[config.mk]
export PLATFORM = sky130hd
export DESIGN_NAME = leaf_out_packetizer
export DESIGN_NICKNAME = d
export VERILOG_FILES = /design/src/rtl/leaf_pkg.sv /design/src/rtl/leaf_pkt_fifo2.sv /design/src/rtl/leaf_out_packetizer.sv
export SDC_FILE = /design/constraint.sdc
export NUM_CORES = 1
export LEC_CHECK = 0
export ABC_AREA = 1
export CORE_UTILIZATION = 45
export DETAILED_ROUTE_END_ITERATION = 10
export PLACE_DENSITY = 0.8
export SYNTH_ARGS = -nofsm -noshare
export SYNTH_HDL_FRONTEND = slang
export SYNTH_HIERARCHICAL = 1
export SYNTH_SLANG_ARGS = --single-unit
[constraint.sdc]
create_clock -name clk_user -period 2.95 [get_ports clk_user]
set_clock_uncertainty 0.1 [all_clocks]
set_input_delay 0.295 -clock clk_user [delete_from_list [all_inputs] [get_ports clk_user]]
set_output_delay 0.295 -clock clk_user [all_outputs]
set_load 0.02 [all_outputs]
[src/rtl/leaf_pkg.sv]
// rtl/leaf_pkg.sv - shared packet layout, FSM states and credit constants for the leaf output packetizer
package leaf_pkg;

    // Packet layout for the default geometry (5-bit leaf, 4-bit port, 7-bit addr, 32-bit payload)
    localparam int VALID_BIT = 48;
    localparam int LEAF_MSB  = 47;
    localparam int LEAF_LSB  = 43;
    localparam int PORT_MSB  = 42;
    localparam int PORT_LSB  = 39;
    localparam int ADDR_MSB  = 38;
    localparam int ADDR_LSB  = 32;

    // Credit available out of reset and the ceiling credit saturates at
    localparam int MAX_CREDIT = 128;

    typedef enum logic [1:0] {
        UNCFG       = 2'd0,
        RUN         = 2'd1,
        CREDIT_WAIT = 2'd2
    } state_t;

endpackage

[src/rtl/leaf_pkt_fifo2.sv]
// rtl/leaf_pkt_fifo2.sv - two-entry packet FIFO with occupancy count
module leaf_pkt_fifo2 #(
    parameter int WIDTH = 49
) (
    input  logic             clk,
    input  logic             rst,
    input  logic             push,
    input  logic [WIDTH-1:0] push_data,
    input  logic             pop,
    output logic [WIDTH-1:0] pop_data,
    output logic [1:0]       count
);

    logic [WIDTH-1:0] head;
    logic [WIDTH-1:0] tail;
    logic             pop_ok;
    logic             push_ok;

    // Pops on an empty FIFO and pushes into a full one that is not draining are ignored
    always_comb begin
        pop_ok  = pop & (count != 2'd0);
        push_ok = push & ((count != 2'd2) | pop_ok);
    end

    // Head register always holds the oldest entry; tail holds the second one
    always_ff @(posedge clk or posedge rst) begin
        if (rst) begin
            head  <= '0;
            tail  <= '0;
            count <= 2'd0;
        end else begin
            case ({push_ok, pop_ok})
                2'b10: begin
                    if (count == 2'd0) begin
                        head <= push_data;
                    end else begin
                        tail <= push_data;
                    end
                    count <= count + 2'd1;
                end
                2'b01: begin
                    head  <= tail;
                    count <= count - 2'd1;
                end
                2'b11: begin
                    if (count == 2'd1) begin
                        head <= push_data;
                    end else begin
                        head <= tail;
                        tail <= push_data;
                    end
                end
                default: begin
                end
            endcase
        end
    end

    // Present zero while empty so the downstream bus is quiet
    always_comb begin
        pop_data = (count != 2'd0) ? head : '0;
    end

endmodule

[src/rtl/leaf_out_packetizer.sv]
// rtl/leaf_out_packetizer.sv - wraps HLS operator output words into credit-gated BFT packets
module leaf_out_packetizer #(
    parameter int PAYLOAD_BITS          = 32,
    parameter int NUM_LEAF_BITS         = 5,
    parameter int NUM_PORT_BITS         = 4,
    parameter int NUM_ADDR_BITS         = 7,
    parameter int PACKET_BITS           = 1 + NUM_LEAF_BITS + NUM_PORT_BITS + NUM_ADDR_BITS + PAYLOAD_BITS,
    parameter int FREESPACE_UPDATE_SIZE = 64
) (
    input  logic                     clk_user,
    input  logic                     reset,
    input  logic [PAYLOAD_BITS-1:0]  din,
    input  logic                     din_vld,
    output logic                     din_ack,
    input  logic                     cfg_wr,
    input  logic [NUM_LEAF_BITS-1:0] cfg_dst_leaf,
    input  logic [NUM_PORT_BITS-1:0] cfg_dst_port,
    input  logic                     credit_upd,
    output logic [PACKET_BITS-1:0]   pkt_out,
    output logic                     pkt_vld,
    input  logic                     pkt_rdy,
    output logic [NUM_ADDR_BITS:0]   credit_cnt
);

    import leaf_pkg::*;

    localparam int CW = NUM_ADDR_BITS + 1;
    localparam logic [CW-1:0] CREDIT_FULL = CW'(2 ** NUM_ADDR_BITS);
    localparam logic [CW:0]   CREDIT_FULL_EXT = (CW + 1)'(2 ** NUM_ADDR_BITS);
    localparam logic [CW:0]   UPD_INC = (CW + 1)'(FREESPACE_UPDATE_SIZE);

    state_t                   state;
    state_t                   state_next;
    logic [NUM_LEAF_BITS-1:0] leaf;
    logic [NUM_PORT_BITS-1:0] port;
    logic [NUM_ADDR_BITS-1:0] addr;
    logic [CW-1:0]            credit;
    logic [CW-1:0]            credit_next;
    logic [CW:0]              credit_sum;
    logic [1:0]               fifo_count;
    logic [PACKET_BITS-1:0]   packet;
    logic                     accept;
    logic                     pop;

    // Accept only while running with credit and FIFO room; the ack is the push strobe
    always_comb begin
        accept  = din_vld & (state == RUN) & (credit != '0) & ~fifo_count[1];
        din_ack = accept;
        packet  = {1'b1, leaf, port, addr, din};
        pop     = pkt_vld & pkt_rdy;
    end

    // Net credit change for this cycle, clamped at the destination buffer size
    always_comb begin
        credit_sum = {1'b0, credit} - {{CW{1'b0}}, accept} + (credit_upd ? UPD_INC : '0);
        if (credit_sum > CREDIT_FULL_EXT) begin
            credit_next = CREDIT_FULL;
        end else begin
            credit_next = credit_sum[CW-1:0];
        end
    end

    // Control FSM next-state: stall on exhausted credit until a freespace update arrives
    always_comb begin
        state_next = state;
        case (state)
            UNCFG: begin
                if (cfg_wr) begin
                    state_next = RUN;
                end
            end
            RUN: begin
                if (accept && (credit_next == '0)) begin
                    state_next = CREDIT_WAIT;
                end
            end
            CREDIT_WAIT: begin
                if (credit_upd) begin
                    state_next = RUN;
                end
            end
            default: begin
                state_next = UNCFG;
            end
        endcase
    end

    // FSM state register
    always_ff @(posedge clk_user or posedge reset) begin
        if (reset) begin
            state <= UNCFG;
        end else begin
            state <= state_next;
        end
    end

    // Destination, write address and credit bookkeeping; a relatch never rewinds the address
    always_ff @(posedge clk_user or posedge reset) begin
        if (reset) begin
            leaf   <= '0;
            port   <= '0;
            addr   <= '0;
            credit <= CREDIT_FULL;
        end else begin
            if (cfg_wr) begin
                leaf <= cfg_dst_leaf;
                port <= cfg_dst_port;
            end
            if (accept) begin
                addr <= addr + 1'b1;
            end
            credit <= credit_next;
        end
    end

    leaf_pkt_fifo2 #(
        .WIDTH(PACKET_BITS)
    ) u_fifo (
        .clk       (clk_user),
        .rst       (reset),
        .push      (accept),
        .push_data (packet),
        .pop       (pop),
        .pop_data  (pkt_out),
        .count     (fifo_count)
    );

    // Output valid follows FIFO occupancy; debug credit mirrors the register
    always_comb begin
        pkt_vld    = (fifo_count != 2'd0);
        credit_cnt = credit;
    end

endmodule

==> results.md <==
- Status: finished, violations left
- Violations in the final reports: setup timing
- Sw frac: 0.4606
- Highest Clock Rate: 0.3348 GHz
- Post-route antenna net violation count: 0
- Die width: 132.5 um
- Worst-path cell chain: inv_2 > ha_4 > inv_2 > nor2_2 > nand4_1 > nand2_2 > clkinvlp_4 > ha_4 > inv_2 > ha_4 > inv_2 > fa_2 > inv_2 > nand3_4 > nand2_4 > nand3_4 > nand2_2 > nand2_2 > nand2_2 > nand2_2 > nor2_2 > nand2_2 > o21ai_2 > nand2_1
- Ys async rst share: 1.000
- Syn Inst Count: 1,185
- Most frequent cell after synthesis: nand2_1
- Adder-cell share of the synthesized area: 0.02712
- Cell Int Power: 6.719 mW
- Power density cells: 1270 nW/um^2
- Antenna cell count: 0
- Global placement routability congestion: 0.8139
- Synth Area in Simple Gates: 0.4547
- Post-synthesis register bit count: 126
- Place WS: -7.934 ps
- CP required: 3160 ps
- Critical path class: reg2reg
- Met2 usage: 0.4056
- CP Launch Type: register
- Fin. max-slew vios: 0
- Via/cell ratio: 5.071
- Drt drc: 0
- Syn Area/Cell: 6.463 sq um
- Chip height: 132.5 um
- GRT Total Usage: 0.2370
- Max stage delay on crit path: 400 ps
- VDD IR max: 0.7652 mV
- Pre-antenna DRT Iters: 5
- RSZ-0062 raised after global routing: true
- Yosys top cell by area: dfrtp_1
- Share of the synthesized area in the top cell type: 0.4084
- Setup WS post-layout: -37.16 ps
- Grt met1 use: 0.2987
- H-tree Lvls: 4
- Fin crit period: 2987 ps
- Drt total wl: 20,280 um
- Die area: 17,540 sq um
- Synth Area in XOR/XNOR: 0.006862
- Setup violators final: 3
- Tot Pwr: 12.46 mW
- GRT overflow: 0
- Synth warnings: 6
- Netlist cell types: 34
- Final HPWL DP: 12,530 um
- Initial antenna violation count: 0
- Vias after detailed routing: 7,677
- Register area share after synthesis: 0.4119
- Met3 usage: 0.04444
- Clock sinks: 126
- Switching power: 5.739 mW
- Largest net degree at the start of global routing: 101
- Initial Util: 0.4618
- Period utilisation layout: 1.013
- CP arrival: 3190 ps
- CTS clk-pin slew, worst paths: 60 ps
- P_leak: 5.220 nW
- Clock buffer depth: 2
- Synth Cell Area: 7659 sq um
- Mux cell area share after synthesis: 0
- First-pass GRT wire length: 33,670 um
- Critical Path End Type: register
- Clock Power Share: 0.172
- Type of the tightest min-delay check: in2async
- Final hold violations: 0
- Area of the core: 16,580 sq um
- Fill cells: 1,498
- Slowest stage cell, crit path: dfrtp_2
- Cell repeated most along the worst path: nand2_2
- Row cnt: 47
- Combinational share of power: 0.583
- Share of cells above drive strength 1: 0.09892
- GR peak layer: met2
- Top cells by count, synth: 515 x nand2_1, 209 x nor2_1, 125 x dfrtp_1, 89 x inv_1, 65 x nand3_1
- Actual slew at the worst max-slew pin: 928.4 ps
- Vias in the first global route: 7,138
- Clock Latency Late Sink: 420 ps
- CTS tree: built
- Final nets: 1,345
- Area growth syn-to-layout: 28.08%
- MaxCap Viol Count: 0
- Boundary Pins: 106
- Slew margin rel.: 0.3802
- Root buffer cell: clkbuf_16
- Post-synth EDFFs: 0
- Sequential share of power: 0.244
- Drt initial violations: 581
- Avg WL per Cell: 13.40 um
- CP max FO: 3
- Largest family of logic cells by synthesized area: simple AND/OR/NAND/NOR gates
- Num CTS Buffers: 17
- Compound-cell area share of the yosys netlist: 0.01078
- Largest cells by area after synthesis: dfrtp_1 41%, nand2_1 25%, nor2_1 10%, inv_1 4.4%, nand3_1 4.2%
- Top_reg_cell synth: dfrtp_1
- Port Buffers: 105
power groups by stage:
| stage | logic (mW) | registers [mW] | clock network [mW] |
|---|---|---|---|
| 5_1_grt | 8.07 | 3.14 | 2.25 |
| 2_1_floorplan | 4.55 | 2.96 | 0 |
| 3_3_place_gp | 6.54 | 3.01 | 0 |
| 6_report | 7.26 | 3.05 | 2.15 |
| 4_1_cts | 6.79 | 3.03 | 2.17 |
| 3_5_place_dp | 6.66 | 3.05 | 0 |
layer usage:
layer | vias to the layer above | routed length, um
li1 | 3814 | -
met5 | - | 0
met1 | 3543 | 8527
met2 | 283 | 10140
met4 | 0 | 308
met3 | 37 | 1306
repair_timing:
action	in CTS	in global routing
buffers inserted	5	7
resized for setup	4	26
setup endpoints to repair	2	9
pin swaps	7	9
hold buffers	0	0
worst paths after layout:
check	start	to	slack [ps]	depth (start not counted)
max reg2reg	credit_cnt[4]	state[0]	-40	24
min reg2reg	u_fifo/tail[31]	u_fifo/tail[31]	390	2
max in group asynchronous	reset	u_fifo/head[42]	1980	3
min in group clk_user	cfg_dst_port[0]	port[0]	310	3
min	reset	credit_cnt[4]	230	3
max	credit_cnt[4]	state[0]	-40	24
kinds of logic (layout without fill, tap and decap cells):
| group | Yosys count | in the layout |
|---|---|---|
| compound gates | 14 | 14 |
| xor+xnor | 6 | 6 |
| fa+ha+maj | 16 | 16 |
| buf+inv | 165 | 272 |
| flops | 126 | 126 |
| other cells | 1 | 3 |
| simple gates | 857 | 857 |
sequential cells by signal, indices dropped and copies added (netlist names):
register      cells
leaf              5
u_fifo/count      2
credit_cnt        8
state             2
u_fifo/head      49
u_fifo/tail      49
port              4
addr              7
critical path: cells and delay by family (launching register included):
kind,cells,cell delay (ps)
adder cells (fa/ha/maj),4,780
AO/OA/AOI/OAI,1,100
flip-flops,1,400
AND/OR/NAND/NOR,13,1070
buffers and inverters,6,400
per-stage QoR:
step | util | cell area (sq um) | cells | setup TNS, ps | hold WS [ps]
finish | 0.5915 | 9809 | 1514 | -54.70 | 233.8
global route | 0.5915 | 9809 | 1514 | -1537 | 287.3
CTS | 0.5825 | 9659 | 1507 | 0 | 262.1
detailed placement | 0.5432 | 9009 | 1471 | -7.934 | 381.6
global placement | 0.5432 | 9009 | 1471 | 0 | 375.6
floorplan | - | 7714 | 1187 | -411.3 | 234.1
area by class of cell:
cell class | count | area, sq um | area share
multi-input combinational | 896 | 4005 | 0.4083
sequential | 126 | 3157 | 0.3218
timing repair buffer | 144 | 1405 | 0.1432
clock buffer | 25 | 485.5 | 0.04949
inverter | 97 | 374.1 | 0.03814
tap | 220 | 275.3 | 0.02806
clock inverter | 6 | 107.6 | 0.01097
layout by cell type (no fill, tap or decap), types with 2 or more instances in the layout:
cell type,count
nand3_1,60
nor2_1,207
ha_1,10
clkinvlp_4,3
clkdlybuf4s50_1,105
nand4_1,52
nand3_2,4
o21ai_0,2
xnor2_1,4
inv_2,14
buf_6,3
ha_4,3
clkinv_2,2
a21oi_2,2
nand2_4,3
inv_1,78
bufinv_16,3
nand2_1,504
clkinv_1,2
nor2_2,2
nor2_4,3
conb_1,3
a21oi_1,4
dfrtp_1,123
clkbuf_1,5
o211ai_1,2
xor2_1,2
nand3_4,2
buf_12,4
ha_2,2
nand2_2,16
clkbuf_8,3
buf_4,32
dfrtp_2,2
clkbuf_16,17
Power figures use the tool's default switching activity.
